`config.mk`:
```
export PLATFORM = sky130hd
export DESIGN_NAME = sram_port_flat
export DESIGN_NICKNAME = d
export VERILOG_FILES = /design/src/rtl/sbc_pkg.sv /design/src/rtl/sram_port_if.sv /design/src/rtl/sram_port_timer.sv /design/src/rtl/sram_port.sv /design/src/flat_wrapper.sv
export SDC_FILE = /design/constraint.sdc
export NUM_CORES = 1
export LEC_CHECK = 0
export BUFFER_PORTS_ARGS = -buffer_cell sky130_fd_sc_hd__buf_4
export CELL_PAD_IN_SITES_DETAIL_PLACEMENT = 1
export CELL_PAD_IN_SITES_GLOBAL_PLACEMENT = 1
export CORE_ASPECT_RATIO = 0.5
export CORE_MARGIN = 5
export CORE_UTILIZATION = 31
export DETAILED_ROUTE_END_ITERATION = 6
export PLACE_DENSITY = 0.74
export SLEW_MARGIN = 20
export SYNTH_ARGS = -nofsm -noshare
export SYNTH_HDL_FRONTEND = slang
export SYNTH_SLANG_ARGS = --single-unit
```
`constraint.sdc`:
```
create_clock -name clk -period 1.6 [get_ports clk]
set_input_delay 0.16 -clock clk [delete_from_list [all_inputs] [get_ports clk]]
set_output_delay 0.16 -clock clk [all_outputs]
set_load 0.02 [all_outputs]
```
`src/rtl/sbc_pkg.sv`:
```
// Shared definitions for the SRAM port: FSM state encoding and default
// access-strobe width.
package sbc_pkg;

  // Default SRAM strobe width in clk cycles (legal range 1..15).
  localparam int SRAM_WAIT_CYCLES_DEFAULT = 2;

  typedef enum logic [2:0] {
    IDLE    = 3'd0,
    W_SETUP = 3'd1,
    W_PULSE = 3'd2,
    W_HOLD  = 3'd3,
    R_SETUP = 3'd4,
    R_WAIT  = 3'd5,
    R_DONE  = 3'd6
  } sram_state_e;

  // Busy covers every state that drives an access.
  // R_DONE only presents the result, so it is not busy.
  function automatic logic state_is_busy(sram_state_e s);
    return !((s == IDLE) || (s == R_DONE));
  endfunction

endpackage

```
`src/rtl/sram_port_if.sv`:
```
// Client-side bus of the SRAM port.
//
// Handshake semantics:
// - A command is taken only when the port is idle with sram_req=1 and a
//   0->1 edge is seen on sram_write or sram_read.
// - Write wins when both edges arrive together.
// - While sram_busy=1, command edges are dropped, not queued.
// - A read result is offered with sram_valid=1 and held stable until the
//   client lowers sram_read.
// - sram_valid falls the cycle after sram_read is seen low.
interface sram_port_if;
  logic        sram_req;
  logic        sram_read;
  logic        sram_write;
  logic [15:0] sram_addr;
  logic [7:0]  sram_wdata;
  logic        sram_busy;
  logic        sram_valid;
  logic [7:0]  sram_rdata;

  modport master (
    output sram_req, sram_read, sram_write, sram_addr, sram_wdata,
    input  sram_busy, sram_valid, sram_rdata
  );

  modport slave (
    input  sram_req, sram_read, sram_write, sram_addr, sram_wdata,
    output sram_busy, sram_valid, sram_rdata
  );
endinterface

```
`src/rtl/sram_port_timer.sv`:
```
// Strobe-width counter.
// It loads the cycle count during a setup state, then counts down while the
// strobe is active. done_o flags the last strobe cycle.
module sram_port_timer (
  input  logic       clk,
  input  logic       rst,
  input  logic       load_i,
  input  logic [3:0] load_val_i,
  input  logic       dec_i,
  output logic       done_o
);
  logic [3:0] cnt_q, cnt_d;

  // Load has priority over decrement; the counter parks at zero.
  always_comb begin
    cnt_d = cnt_q;
    if (load_i)
      cnt_d = load_val_i;
    else if (dec_i && (cnt_q != 4'd0))
      cnt_d = cnt_q - 4'd1;
  end

  // Counter register.
  always_ff @(posedge clk) begin
    if (rst) cnt_q <= 4'd0;
    else     cnt_q <= cnt_d;
  end

  assign done_o = (cnt_q == 4'd0);
endmodule

```
`src/rtl/sram_port.sv`:
```
// Asynchronous SRAM access port.
// It turns client read/write command edges into timed ce/oe/we strobe
// sequences and arbitrates the SRAM pins with the i8080 through ram_bus_en.
module sram_port
  import sbc_pkg::*;
#(
  parameter int WAIT_CYCLES = SRAM_WAIT_CYCLES_DEFAULT
) (
  input  logic        clk,
  input  logic        rst,
  sram_port_if.slave  bus,
  output logic [15:0] ram_a,
  output logic [7:0]  ram_dq_o,
  output logic        ram_dq_oe,
  input  logic [7:0]  ram_dq_i,
  output logic        ram_ce_n,
  output logic        ram_oe_n,
  output logic        ram_we_n,
  output logic        ram_bus_en,
  output sram_state_e dbg_state_o
);
  localparam logic [3:0] STROBE_LOAD = 4'(WAIT_CYCLES - 1);

  sram_state_e state_q, state_d;
  logic        wr_prev_q, rd_prev_q;
  logic        wr_edge, rd_edge;
  logic [15:0] addr_q, addr_d;
  logic [7:0]  wdata_q, wdata_d;
  logic [7:0]  rdata_q, rdata_d;
  logic        bus_en_q, bus_en_d;
  logic        t_load, t_dec, t_done;
  logic        ce_n, oe_n, we_n, dq_oe;

  assign wr_edge = bus.sram_write & ~wr_prev_q;
  assign rd_edge = bus.sram_read & ~rd_prev_q;

  // The setup state loads the strobe width.
  // The strobe state counts it down.
  assign t_load = (state_q == W_SETUP) || (state_q == R_SETUP);
  assign t_dec  = (state_q == W_PULSE) || (state_q == R_WAIT);

  sram_port_timer u_timer (
    .clk        (clk),
    .rst        (rst),
    .load_i     (t_load),
    .load_val_i (STROBE_LOAD),
    .dec_i      (t_dec),
    .done_o     (t_done)
  );

  // Next-state logic, including latching of the access and its result.
  always_comb begin
    state_d = state_q;
    addr_d  = addr_q;
    wdata_d = wdata_q;
    rdata_d = rdata_q;
    case (state_q)
      IDLE: begin
        if (bus.sram_req && wr_edge) begin
          state_d = W_SETUP;
          addr_d  = bus.sram_addr;
          wdata_d = bus.sram_wdata;
        end else if (bus.sram_req && rd_edge) begin
          state_d = R_SETUP;
          addr_d  = bus.sram_addr;
        end
      end
      W_SETUP: state_d = W_PULSE;
      W_PULSE: if (t_done) state_d = W_HOLD;
      W_HOLD:  state_d = IDLE;
      R_SETUP: state_d = R_WAIT;
      R_WAIT: begin
        if (t_done) begin
          rdata_d = ram_dq_i;
          state_d = R_DONE;
        end
      end
      R_DONE:  if (!bus.sram_read) state_d = IDLE;
      default: state_d = IDLE;
    endcase
  end

  // The pins stay owned while the client asks or an access is still running.
  assign bus_en_d = bus.sram_req | (state_q != IDLE);

  // State, edge-flag, latch and bus-ownership registers.
  always_ff @(posedge clk) begin
    if (rst) begin
      state_q   <= IDLE;
      wr_prev_q <= 1'b0;
      rd_prev_q <= 1'b0;
      addr_q    <= 16'h0000;
      wdata_q   <= 8'h00;
      rdata_q   <= 8'h00;
      bus_en_q  <= 1'b0;
    end else begin
      state_q   <= state_d;
      wr_prev_q <= bus.sram_write;
      rd_prev_q <= bus.sram_read;
      addr_q    <= addr_d;
      wdata_q   <= wdata_d;
      rdata_q   <= rdata_d;
      bus_en_q  <= bus_en_d;
    end
  end

  // Strobe decode per state.
  // we_n and oe_n are never active in the same state.
  always_comb begin
    ce_n  = 1'b1;
    oe_n  = 1'b1;
    we_n  = 1'b1;
    dq_oe = 1'b0;
    case (state_q)
      W_SETUP, W_HOLD: begin
        ce_n  = 1'b0;
        dq_oe = 1'b1;
      end
      W_PULSE: begin
        ce_n  = 1'b0;
        dq_oe = 1'b1;
        we_n  = 1'b0;
      end
      R_SETUP, R_WAIT: begin
        ce_n = 1'b0;
        oe_n = 1'b0;
      end
      default: ;
    endcase
  end

  // Releasing the bus forces every pin to its idle level.
  assign ram_bus_en = bus_en_q;
  assign ram_ce_n   = bus_en_q ? ce_n : 1'b1;
  assign ram_oe_n   = bus_en_q ? oe_n : 1'b1;
  assign ram_we_n   = bus_en_q ? we_n : 1'b1;
  assign ram_dq_oe  = bus_en_q & dq_oe;
  assign ram_a      = bus_en_q ? addr_q : 16'h0000;
  assign ram_dq_o   = bus_en_q ? wdata_q : 8'h00;

  assign bus.sram_busy  = state_is_busy(state_q);
  assign bus.sram_valid = (state_q == R_DONE);
  assign bus.sram_rdata = rdata_q;
  assign dbg_state_o    = state_q;
endmodule

```
`src/flat_wrapper.sv`:
```
// flat-port wrapper written by rule: the top's interface ports become plain ports
module sram_port_flat import sbc_pkg::*;
#(
  parameter int WAIT_CYCLES = SRAM_WAIT_CYCLES_DEFAULT
)
  (clk, rst, ram_a, ram_dq_o, ram_dq_oe, ram_dq_i, ram_ce_n, ram_oe_n, ram_we_n, ram_bus_en, dbg_state_o, bus_sram_req, bus_sram_read, bus_sram_write, bus_sram_addr, bus_sram_wdata, bus_sram_busy, bus_sram_valid, bus_sram_rdata);
  sram_port_if bus_i ();
  input  logic clk;
  input  logic rst;
  output logic [15:0] ram_a;
  output logic [7:0] ram_dq_o;
  output logic ram_dq_oe;
  input  logic [7:0] ram_dq_i;
  output logic ram_ce_n;
  output logic ram_oe_n;
  output logic ram_we_n;
  output logic ram_bus_en;
  output sram_state_e dbg_state_o;
  input wire logic [$bits(bus_i.sram_req)-1:0] bus_sram_req;
  input wire logic [$bits(bus_i.sram_read)-1:0] bus_sram_read;
  input wire logic [$bits(bus_i.sram_write)-1:0] bus_sram_write;
  input wire logic [$bits(bus_i.sram_addr)-1:0] bus_sram_addr;
  input wire logic [$bits(bus_i.sram_wdata)-1:0] bus_sram_wdata;
  output wire logic [$bits(bus_i.sram_busy)-1:0] bus_sram_busy;
  output wire logic [$bits(bus_i.sram_valid)-1:0] bus_sram_valid;
  output wire logic [$bits(bus_i.sram_rdata)-1:0] bus_sram_rdata;
  assign bus_i.sram_req = bus_sram_req;
  assign bus_i.sram_read = bus_sram_read;
  assign bus_i.sram_write = bus_sram_write;
  assign bus_i.sram_addr = bus_sram_addr;
  assign bus_i.sram_wdata = bus_sram_wdata;
  assign bus_sram_busy = bus_i.sram_busy;
  assign bus_sram_valid = bus_i.sram_valid;
  assign bus_sram_rdata = bus_i.sram_rdata;
  sram_port #(.WAIT_CYCLES(WAIT_CYCLES)) u_core (.clk(clk), .rst(rst), .bus(bus_i), .ram_a(ram_a), .ram_dq_o(ram_dq_o), .ram_dq_oe(ram_dq_oe), .ram_dq_i(ram_dq_i), .ram_ce_n(ram_ce_n), .ram_oe_n(ram_oe_n), .ram_we_n(ram_we_n), .ram_bus_en(ram_bus_en), .dbg_state_o(dbg_state_o));
endmodule
```
# --- Word level (Yosys, flattened, before mapping) ---
# Index checks and enable logic that the tools add are counted.
# W data, S select, Z words.
classes:
  eq_ne: 10
  bitwise_logic: 6
  addsub: 1
  muxes: 19
  reduce_logical: 21
op_table:
  columns: ["op", "count"]
  rows:
  - ["$mux W16", 3]
  - ["$pmux W3 S6", 1]
  - ["$mux W3", 5]
  - ["$eq A3 B3 Y1 const B", 3]
  - ["$mux W1", 9]
  - ["$mux W8", 1]
  - ["$eq A3 B2 Y1 const B", 2]
  - ["$reduce_and A2 Y1", 3]
  - ["$reduce_or A5 Y1", 1]
  - ["$logic_not A4 Y1", 1]
  - ["$ne A2 B1 Y1 const B", 2]
  - ["$reduce_and A4 Y1", 1]
  - ["$reduce_bool A2 Y1", 2]
  - ["$reduce_bool A4 Y1", 1]
  - ["$reduce_or A2 Y1", 2]
  - ["$sub A4 B1 Y4 const B", 1]
  - ["$and A1 B1 Y1", 3]
  - ["$eq A3 B1 Y1 const B", 1]
  - ["$logic_and A1 B1 Y1", 3]
  - ["$logic_not A3 Y1", 1]
  - ["$logic_or A1 B1 Y1", 3]
  - ["$ne A3 B1 Y1 const B", 1]
  - ["$reduce_bool A3 Y1", 1]
  - ["$reduce_or A3 Y1", 1]
  - ["other kinds (4)", 5]
totals:
  reg_bits: 42
  word_cells: 66
  output_inout_bits: 42

# --- Depth between registers and ports, before layout ---
# Gate-level depths: netlist (run 1).
logic_depth:
  word_depth: 6
  mapped_depth: 6
  ltp_nobuf: 6

# --- By module ---
# Synthesis (run 1) repeated with hierarchy kept, for this count alone.
unflattened:
  hier_cells: 217
  hier_area_um2: 1969.4
modules_own_cells:
  columns: ["mod", "area_per_inst_um2", "seq_area_each_um2", "instances", "cells_per_inst"]
  rows:
  - ["sram_port", 1706.6, 760.7, 1, 188]
  - ["sram_port_timer", 262.8, 80.1, 1, 29]

# --- Worst setup path before layout (run 1) ---
# OpenSTA, ideal clock, no wires.
synth_timing:
  kind: "reg-to-output"
  from: "register u_core.state_q[0] (netlist: u_core.dbg_state_o[0])"
  to: "output port ram_ce_n"
  path_slack_ns: -0.074
  required_ns: 1.440
  path_stages_with_launch: 5
  n_path_buf: 1
  arrival_ns: 1.514
  path_cell_list: "dfxtp_1 buf_6 nor2_1 nor3b_1 a31oi_1"
synth_via:
  elab_chain_cells: 4
  word_cells_on_any_way: 8
  classes_between: "eq/ne (5); mux (2); reduce/logical (1)"
synth_rtl:
  columns: ["item", "line", "rtl"]
  rows:
  - ["from (decl)", "sram_port.sv:24", "sram_state_e state_q, state_d;"]
  - ["from (signal assigned)", "sram_port.sv:97", "state_q <= state_d;"]
  - ["$eq A3 B2 Y1, or another cell as far along", "sram_port.sv:114", "case (state_q)"]
  - ["$reduce_or A5 Y1 (no line) *", null, null]
  - ["$mux W1 *", "sram_port.sv:114", null]
  - ["$mux W1 *", "sram_port.sv:134", "assign ram_ce_n = bus_en_q ? ce_n : 1'b1;"]
  - ["to (decl)", "flat_wrapper.sv:14", "output logic ram_ce_n;"]
# Mark *: on every way between the ends. The rest lies on a longest branch, timed or not.

# --- Final worst setup path (run 1) ---
layout_timing:
  from: "register u_core.u_timer.cnt_q[1]"
  to: "register u_core.rdata_q[7] (netlist: u_core.bus.sram_rdata[7])"
layout_via:
  elab_chain_cells: 2
layout_rtl:
  columns: ["item", "line", "rtl"]
  rows:
  - ["from (decl)", "sram_port_timer.sv:12", "logic [3:0] cnt_q, cnt_d;"]
  - ["from (signal assigned)", "sram_port_timer.sv:26", "else cnt_q <= cnt_d;"]
  - ["$logic_not A4 Y1", "sram_port_timer.sv:29", "assign done_o = (cnt_q == 4'd0);"]
  - ["$reduce_and A2 Y1 (no line)", null, null]
  - ["to (signal assigned)", "sram_port.sv:102", "rdata_q <= rdata_d;"]
  - ["to (decl)", "sram_port.sv:29", "logic [7:0] rdata_q, rdata_d;"]
# No other way between the ends.
# A chain may end at the register's enable or synchronous reset.

==> results of run 1 <==
==> power by group <==
group,switching [mW],internal (mW)
Clock,0.413,0.579
Combinational,0.339,0.329
Sequential,0.0522,1.11
Total,0.804,2.02
==> kinds of logic (layout without fill, tap and decap cells) <==
logic type / count (synthesis) / after routing / share of synthesized area
AND/OR/NAND/NOR: 97 / 97 / 0.274
flip-flops: 42 / 42 / 0.437
AO/OA/AOI/OAI: 29 / 29 / 0.100
multiplexers: 24 / 24 / 0.125
buffers and inverters: 17 / 106 / 0.0442
XOR/XNOR: 3 / 3 / 0.0136
adder cells (fa/ha/maj): 1 / 1 / 0.00650
==> per-stage QoR <==
step | setup slack, ps | hold WS [ps] | power [mW] | instances
after floorplan | 49.7 | 288 | 1.55 | 213
after global placement | 30.9 | 388 | 1.78 | 378
after detailed placement | -57.5 | 395 | 1.80 | 378
after CTS | 0.731 | 103 | 2.85 | 389
after global routing | -67.1 | 118 | 2.98 | 390
final | 22.8 | 105 | 2.82 | 390
==> cell usage in the layout (no fill, tap or decap), types with 2 or more instances in the layout <==
| master | n |
|---|---|
| nor2_1 | 33 |
| nand2_1 | 11 |
| a21o_1 | 2 |
| inv_2 | 3 |
| buf_4 | 91 |
| inv_1 | 2 |
| nor3_1 | 2 |
| dfxtp_2 | 3 |
| nor3b_2 | 2 |
| a21oi_1 | 16 |
| dfxtp_4 | 2 |
| xnor2_1 | 2 |
| mux2i_1 | 24 |
| and2_1 | 24 |
| nor2b_1 | 4 |
| dfxtp_1 | 37 |
| o21ai_0 | 5 |
| or3b_4 | 2 |
| clkbuf_16 | 5 |
| nand3_1 | 10 |
| buf_12 | 2 |
| nor2_2 | 2 |
==> what timing repair did <==
action / in CTS / in global routing
setup endpoints to repair: 19 / 11
setup buffers: 3 / 1
pin swaps: 3 / 3
gates resized for setup: 5 / 8
==> flip-flops by register name, indices dropped and copies added (netlist names) <==
| signal | flops |
|---|---|
| u_core.ram_bus_en | 1 |
| u_core.u_timer.cnt_q | 4 |
| u_core.wdata_q | 8 |
| u_core.dbg_state_o | 3 |
| u_core.rd_prev_q | 1 |
| u_core.addr_q | 16 |
| u_core.bus.sram_rdata | 8 |
| u_core.wr_prev_q | 1 |
==> path summary, 6_finish.rpt <==
| check | start | endpoint | slack, ps | cells past startpoint |
|---|---|---|---|---|
| min reg2reg | u_core.wdata_q[7] | u_core.wdata_q[7] | 460 | 2 |
| max reg2reg | u_core.u_timer.cnt_q[1] | u_core.bus.sram_rdata[7] | 20 | 6 |
| max | u_core.u_timer.cnt_q[1] | u_core.bus.sram_rdata[7] | 20 | 6 |
| min | bus_sram_addr[9] | u_core.addr_q[9] | 110 | 3 |
==> final cells by class <==
class / count / area share
timing repair buffer: 93 / 0.252
clock buffer: 6 / 0.0450
multi-input combinational: 154 / 0.356
inverter: 5 / 0.00655
clock inverter: 2 / 0.00480
tap: 88 / 0.0384
sequential: 42 / 0.297
==> layer usage <==
metal	up-vias	share of wire
met5	-	0
met1	872	0.44
met3	8	0.036
li1	896	-
met4	0	0.013
met2	31	0.51
==> critical path: cells and delay by family, from the launching register on <==
| family | cells | cell delay, ps |
|---|---|---|
| fa+ha+maj | 1 | 130 |
| buf+inv | 1 | 70 |
| flops | 1 | 330 |
| mux | 1 | 220 |
| simple gates | 3 | 690 |
==> summary.md, run 1 <==
| Metric | Value |
|---|---|
| Initial Util | `0.318` |
| Port buffer count | `78` |
| Via Count | `1807` |
| Row cnt | `20` |
| M2 GR Usage | `0.266` |
| Status | `finished clean` |
| Post-Place Cell Area | `2640 um2` |
| Final hold vios | `0` |
| DIE AREA | `7980 um2` |
| Sequential share of the synthesized area | `0.437` |
| DRT Pass-1 Iters | `4` |
| Synth Net Count | `251` |
| Met3 capacity usage during global routing | `0.0387` |
| I/O pins | `79` |
| Worst vdd ir | `383 uV` |
| RSZ-0062 raised after global routing | `yes` |
| HPWL after DPL | `4.24 mm` |
| Placer Congestion | `0.787` |
| Clock Latency Late Sink | `280 ps` |
| Count of warnings emitted by yosys | `0` |
| Final setup vio count | `0` |
| Share of layout cells above drive strength 1 | `0.397` |
| Root buffer cell | `clkbuf_16` |
| Antenna-violating nets left | `0` |
| TritonCTS clock tree | `built` |
| Final WL | `5.76 mm` |
| Layout area overhead | `48.9%` |
| Synth cell count leaders | `dfxtp_1 (42), nor2_1 (34), and2_1 (24), mux2i_1 (24), a21oi_1 (16)` |
| Async set-reset flop share out of synthesis | `0` |
| Cell Area, Synth | `1930 um2` |
| Max-slew violations | `0` |
| Chip width | `121 um` |
| Antenna cells | `0` |
| Core ar. | `6060 um2` |
| Drt drc | `0` |
| Worst Path Max Fanout | `8` |
| Cell leakage power | `1.32 nW` |
| Mapped Cells | `213` |
| Clk sinks | `42` |
| Post-synth EDFFs | `0` |
| Nets | `339` |
| Worst path max stage delay | `420 ps` |
| Register bit count reported by yosys | `42` |
| Ys flop type | `dfxtp_1` |
| CP startpoint kind | `flop` |
| H-tree Lvls | `2` |
| Die Height | `65.7 um` |
| Avg Vias per Cell | `4.63` |
| Largest net degree at the start of global routing | `40` |
| Setup_tns | `0 ps` |
| Area of the multi-input gates | `1020 um2` |
| Critical-path cell list | `inv_2 > ha_4 > or3b_4 > nor2_8 > mux2i_1 > nor2_1` |
| Post-synthesis cell type count | `36` |
| Avg Cell Area, Syn | `9.04 um2` |
| Worst EP required | `1760 ps` |
| Area leader, netlist | `dfxtp_1` |
| Worst-path clk slew | `60 ps` |
| Hold Crit Class | `input pin to flop` |
| Setup CP Type | `flop to flop` |
| Highest clock rate | `634 MHz` |
| Arr. time, crit path | `1740 ps` |
| Fillers | `752` |
| CTS Buffer Depth | `2` |
| Cell area after layout | `2870 um2` |
| Vias in the first global route | `1975` |
| Post-DR wirelength/cell | `14.8 um` |
| Sequential standard cell area | `852 um2` |
| Total CTS buffers | `5` |
| Post-route clock period utilization | `0.986` |
| Max-cap viol count | `0` |
| GRT Max-Usage Layer | `met2` |
| GRT Overall Usage | `0.152` |
| First-pass GRT wire length | `9.73 mm` |
| Post-cts hold buffer count | `0` |
| PwrDens | `985 nW/um2` |
| Minimum period implied by the final worst setup slack | `1580 ps` |
| Worst-Margin Slew | `422 ps` |
| Layout Skew | `5.21 ps` |
| DRT iter0 DRCs | `60` |
| Ranking of synthesized cells by area | `dfxtp_1 (44%), mux2i_1 (12%), and2_1 (7.8%), nor2_1 (6.6%), a21oi_1 (4.2%)` |
| Slowest CP cell | `or3b_4` |
| Crit end category | `flop` |
| Final core utilization | `0.473` |
| Slew HR | `0.719` |
| Area fraction of the dominant cell type after synthesis | `0.437` |
| Antenna violations before repair | `0` |
| Total grt overflow | `0` |
| Count leader, synth | `dfxtp_1` |
| GRT met1 Usage | `0.186` |
Power figures use the tool's default switching activity.
==> run 2: changes to the inputs <==
--- a/config.mk
+++ b/config.mk
@@ -11,6 +11,7 @@
 export CORE_ASPECT_RATIO = 0.5
 export CORE_MARGIN = 5
 export CORE_UTILIZATION = 31
+export CTS_CLUSTER_SIZE = 30
 export DETAILED_ROUTE_END_ITERATION = 6
 export PLACE_DENSITY = 0.74
 export SLEW_MARGIN = 20
==> constraint.sdc (replaced) <==
create_clock -name clk -period 1.33 [get_ports clk]
set_input_delay 0.133 -clock clk [delete_from_list [all_inputs] [get_ports clk]]
set_output_delay 0.133 -clock clk [all_outputs]
set_load 0.02 [all_outputs]
==> summary.md, run 2 (synthesized netlist as in run 1, its figures left out) <==
| Metric | Value |
|---|---|
| Status | `finished with violations` |
| Failing checks | `setup timing` |
| Hold Crit Class | `input pin to flop` |
| Nets | `364` |
| Slowest CP cell | `or3b_4` |
| Total CTS buffers | `5` |
| CTS Buffer Depth | `2` |
| Final WL | `7.46 mm` |
| Number of flip-flops under the largest register name | `16` |
| Minimum period implied by the final worst setup slack | `1580 ps` |
| CP startpoint kind | `flop` |
| Chip width | `121 um` |
| Post-DR wirelength/cell | `18.0 um` |
| Antenna-violating nets left | `0` |
| First-pass GRT wire length | `10.8 mm` |
| Post-cts hold buffer count | `0` |
| Max-cap viol count | `0` |
| Worst path max stage delay | `420 ps` |
| Initial Util | `0.318` |
| Placer Congestion | `0.786` |
| Highest clock rate | `632 MHz` |
| H-tree Lvls | `2` |
| Largest net degree at the start of global routing | `40` |
| Post-route clock period utilization | `1.19` |
| Die Height | `65.7 um` |
| Row cnt | `20` |
| Top reg by flops | `u_core.addr_q` |
| DIE AREA | `7980 um2` |
| Setup CP Type | `flop to flop` |
| GRT Overall Usage | `0.173` |
| Worst Path Max Fanout | `8` |
| Worst-path clk slew | `70 ps` |
| Worst Hold Depth | `3` |
| Layout area overhead | `72.4%` |
| Dpl cells | `388` |
| Final hold vios | `0` |
| Root buffer cell | `clkbuf_16` |
| Layout Skew | `10.2 ps` |
| Post-route insts no fill | `415` |
| DRT Pass-1 Iters | `4` |
| I/O pins | `79` |
| Clock Latency Late Sink | `300 ps` |
| PwrDens | `1180 nW/um2` |
| Total grt overflow | `0` |
| Slew HR | `0.703` |
| Max-slew violations | `0` |
| Avg Vias per Cell | `4.70` |
| Most common cell after layout, fill and taps aside | `buf_4` |
| Most frequent cells in the layout | `buf_4 (99), dfxtp_1 (35), nor2_1 (31)` |
| Reg2reg path depth | `6` |
| Core ar. | `6060 um2` |
| Port buffer count | `78` |
| Vias in the first global route | `2124` |
| Antenna cells | `0` |
| DRT iter0 DRCs | `78` |
| HPWL after DPL | `4.42 mm` |
| Crit end category | `flop` |
| Critical-path cell list | `inv_2 > ha_4 > or3b_4 > nor2_8 > mux2i_1 > nor2_1` |
| RSZ-0062 raised after global routing | `yes` |
| Post-placement worst setup slack | `-225 ps` |
| Worst EP required | `1490 ps` |
| Antenna violations before repair | `0` |
| Worst vdd ir | `496 uV` |
| Drt drc | `0` |
| Tot Pwr | `3.92 mW` |
| Clk sinks | `42` |
| Final setup vio count | `38` |
| Arr. time, crit path | `1740 ps` |
| Share of layout cells above drive strength 1 | `0.502` |
| TritonCTS clock tree | `built` |
| Fin worst setup slack | `-253 ps` |
| Via Count | `1951` |
| Worst-Margin Slew | `446 ps` |
| Cell leakage power | `1.53 nW` |
[run 2: cell count changes in the layout (fill, tap and decap cells not counted), sizes merged]
cell	before	now
buf	93	117
clkinvlp	0	1
clkinv	2	0
clkbuf	6	8
[run 2: final timing paths]
| check | startpoint | to | slack [ps] |
|---|---|---|---|
| max | u_core.u_timer.cnt_q[0] | u_core.bus.sram_rdata[0] | -250 |
| min reg2reg | u_core.wdata_q[5] | u_core.wdata_q[5] | 460 |
| max reg2reg | u_core.u_timer.cnt_q[0] | u_core.bus.sram_rdata[0] | -250 |
| min | bus_sram_addr[15] | u_core.addr_q[15] | 80 |
[run 2: final cells by class]
cell class,count,area (um2)
repair buffers,118,1010
fillers,692,2740
inverters,5,26.3
well taps,88,110
clock inverters,1,7.51
clock buffers,7,154
multi-input cells,154,1150
flip-flops and latches,42,860
[run 2: stage by stage]
step	util	setup TNS [ps]	cell area [um2]	hold slack [ps]
6_report	0.548	-3940	3320	76.0
4_1_cts	0.515	-2530	3120	76.4
3_3_place_gp	0.457	-3520	2770	364
5_1_grt	0.548	-6340	3320	86.0
3_5_place_dp	0.457	-4460	2770	376
2_1_floorplan	-	-1020	1970	261
[run 2: what timing repair did]
action                     CTS  global route
setup endpoints to repair   66            46
setup buffers                9             8
resized for setup           23            31
cloned                       1             1
pin swaps                    6            25
[run 2: worst max-delay path, delay by kind of cell (launching register included)]
kind	cells	cell delay, ps
buffers and inverters	1	80
muxes	1	210
and+or+nand+nor	3	680
adders and majority gates	1	140
DFF	1	330
[run 2: power breakdown]
group	internal, mW	switching [mW]
registers	1.34	0.0690
logic	0.587	0.558
clock network	0.812	0.551
total	2.74	1.18
[run 2: routing by layer]
metal | up-vias | track usage | share of wire
met4 | 0 | 0.0642 | 0.0086
met1 | 953 | 0.196 | 0.42
li1 | 946 | - | -
met5 | - | 0 | 0
met3 | 6 | 0.0413 | 0.038
met2 | 46 | 0.318 | 0.53
==> run 3: changes to the inputs <==
--- a/config.mk
+++ b/config.mk
@@ -17,4 +17,5 @@
 export SLEW_MARGIN = 20
 export SYNTH_ARGS = -nofsm -noshare
 export SYNTH_HDL_FRONTEND = slang
+export SYNTH_HIERARCHICAL = 1
 export SYNTH_SLANG_ARGS = --single-unit
==> summary.md, run 3 <==
| Metric | Value |
|---|---|
| Ys flop type | `dfxtp_1` |
| Post-route clock period utilization | `1.32` |
| Area leader, netlist | `dfxtp_1` |
| Chip width | `123 um` |
| Post-synth EDFFs | `0` |
| Total grt overflow | `0` |
| GRT Max-Usage Layer | `met2` |
| Row cnt | `20` |
| Max-slew violations | `0` |
| Highest clock rate | `568 MHz` |
| Area fraction of the dominant cell type after synthesis | `0.427` |
| Layout Skew | `5.72 ps` |
| Number of flip-flops under the largest register name | `16` |
| Most frequent cells in the layout | `buf_4 (106), dfxtp_1 (37), nor2_1 (31)` |
| Post-synthesis cell type count | `37` |
| Fillers | `725` |
| Final hold slack | `78.1 ps` |
| DRT Pass-1 Iters | `4` |
| Drt drc | `0` |
| Ranking of synthesized cells by area | `dfxtp_1 (43%), mux2i_1 (13%), and2_1 (7.9%), nor2_1 (6.3%), nand2_1 (4.0%)` |
| Cell area after layout | `3180 um2` |
| Async set-reset flop share out of synthesis | `0` |
| DIE AREA | `8140 um2` |
| Core ar. | `6110 um2` |
| Max-cap viol count | `0` |
| Top reg by flops | `u_core/addr_q` |
| Antenna-violating nets left | `0` |
| Final hold vios | `0` |
| Final core utilization | `0.520` |
| Largest net degree at the start of global routing | `19` |
| RSZ-0062 raised after global routing | `yes` |
| M2 GR Usage | `0.307` |
| Root buffer cell | `clkbuf_16` |
| Worst Path Max Fanout | `4` |
| Post-route insts no fill | `419` |
| Count leader, synth | `dfxtp_1` |
| DRT iter0 DRCs | `40` |
| Port buffer count | `78` |
| Post-Place Cell Area | `2860 um2` |
| Layout area overhead | `61.2%` |
| Status | `finished with violations` |
| Sequential standard cell area | `850 um2` |
| Post-DR wirelength/cell | `14.7 um` |
| Most common cell after layout, fill and taps aside | `buf_4` |
| CP startpoint kind | `flop` |
| Minimum period implied by the final worst setup slack | `1760 ps` |
| Placer Congestion | `0.845` |
| Worst EP required | `1510 ps` |
| First-pass GRT wire length | `9.85 mm` |
| Cell leakage power | `1.47 nW` |
| Share of layout cells above drive strength 1 | `0.486` |
| HPWL after DPL | `4.51 mm` |
| Cell Area, Synth | `1970 um2` |
| GRT met1 Usage | `0.162` |
| Failing checks | `setup timing` |
| Die Height | `66.4 um` |
| Crit end category | `flop` |
| Antenna cells | `0` |
| Arr. time, crit path | `1940 ps` |
| Post-cts hold buffer count | `0` |
| PwrDens | `1150 nW/um2` |
| Met3 capacity usage during global routing | `0.0402` |
| Sequential share of the synthesized area | `0.427` |
| Worst vdd ir | `466 uV` |
| Mapped Cells | `217` |
| Avg Vias per Cell | `4.54` |
| CTS Buffer Depth | `2` |
| Nets | `368` |
| Worst-path clk slew | `60 ps` |
| I/O pins | `79` |
| TritonCTS clock tree | `built` |
| GRT Overall Usage | `0.155` |
| Setup CP Type | `flop to flop` |
| Via Count | `1904` |
| Clock Latency Late Sink | `290 ps` |
| Post-placement worst setup slack | `-403 ps` |
| Hold Crit Class | `input pin to flop` |
| Initial Util | `0.323` |
| Final setup vio count | `44` |
| Register bit count reported by yosys | `42` |
| Fin worst setup slack | `-431 ps` |
| Area of the multi-input gates | `1130 um2` |
| Avg Cell Area, Syn | `9.08 um2` |
| Final WL | `6.14 mm` |
| Total CTS buffers | `5` |
| H-tree Lvls | `2` |
| Count of warnings emitted by yosys | `6` |
| Vias in the first global route | `2045` |
| Synth cell count leaders | `dfxtp_1 (42), nor2_1 (33), and2_1 (25), mux2i_1 (25), nand2_1 (21)` |
| Clk sinks | `42` |
| Antenna violations before repair | `0` |
| Dpl cells | `402` |
==> run 3: cell count changes in the layout (fill, tap and decap cells not counted), sizes merged, moves of 2 or more <==
cell and delta:
a21oi -5, clkinv +2, nor2b +3, conb +4, nor2 -3, buf -3, a311oi +2, nand2 +10
o21ai -4, and2b +2, nand3 -8
==> run 3: path summary, 6_finish.rpt <==
kind                             from                  endpoint  slack [ps]  cells after the start
min reg2reg  u_core/bus.sram_rdata[0]  u_core/bus.sram_rdata[0]         460                      2
max           u_core/u_timer/cnt_q[0]     u_core/dbg_state_o[0]        -430                      8
min                  bus_sram_addr[2]          u_core/addr_q[2]          80                      3
max reg2reg   u_core/u_timer/cnt_q[0]     u_core/dbg_state_o[0]        -430                      8
==> run 3: cell type report <==
| class | instances | share of cell area |
|---|---|---|
| clock inverters | 2 | 0.00315 |
| flip-flops and latches | 42 | 0.268 |
| multi-input cells | 160 | 0.356 |
| repair buffers | 115 | 0.284 |
| clock buffers | 6 | 0.0473 |
| well taps | 88 | 0.0347 |
| inverters | 6 | 0.00709 |
==> run 3: kinds of logic (layout without fill, tap and decap cells) <==
group	count (synthesis)	in the layout	share of synthesized area
adders and majority gates	1	1	0.00635
and+or+nand+nor	102	102	0.274
AOI/OAI and AO/OA	27	27	0.109
muxes	25	25	0.127
DFF	42	42	0.427
other	2	4	0.00381
xor gates and xnor gates	1	1	0.00445
buffers and inverters	17	129	0.0483
==> run 3: per-layer routing <==
| metal | wire (um) | vias up | part of all wire |
|---|---|---|---|
| li1 | - | 948 | - |
| met1 | 2410 | 920 | 0.39 |
| met2 | 3470 | 31 | 0.56 |
| met3 | 221 | 5 | 0.036 |
| met4 | 40 | 0 | 0.0065 |
| met5 | 0 | - | 0 |
==> run 3: power by group <==
group | total, mW | switching (mW) | internal [mW] | leakage, nW
Clock | 1.29 | 0.491 | 0.802 | 0.0818
Combinational | 0.967 | 0.446 | 0.521 | 1.05
Sequential | 1.40 | 0.0592 | 1.34 | 0.345
==> run 3: critical path, stage by stage, from the launching register on <==
cell     delay, ps
dfxtp_2        330
inv_2           70
ha_4           130
or3b_4         370
inv_2           70
nor2b_4        130
o32a_1         250
nor3b_2         80
a31o_2         220
==> run 3: timing repair <==
action | CTS | global route
pin swaps | 8 | 6
endpoints found under the setup margin | 31 | 60
gates cloned | 0 | 1
endpoints found under the hold margin | 0 | 0
resized for setup | 16 | 12
buffers inserted | 7 | 1
==> run 3: per-stage QoR <==
stage	power, mW	setup TNS [ps]
after floorplan	1.89	-5460
after global placement	2.24	-3210
after detailed placement	2.28	-4550
after CTS	3.67	-6660
after global routing	3.85	-10460
final	3.66	-6910
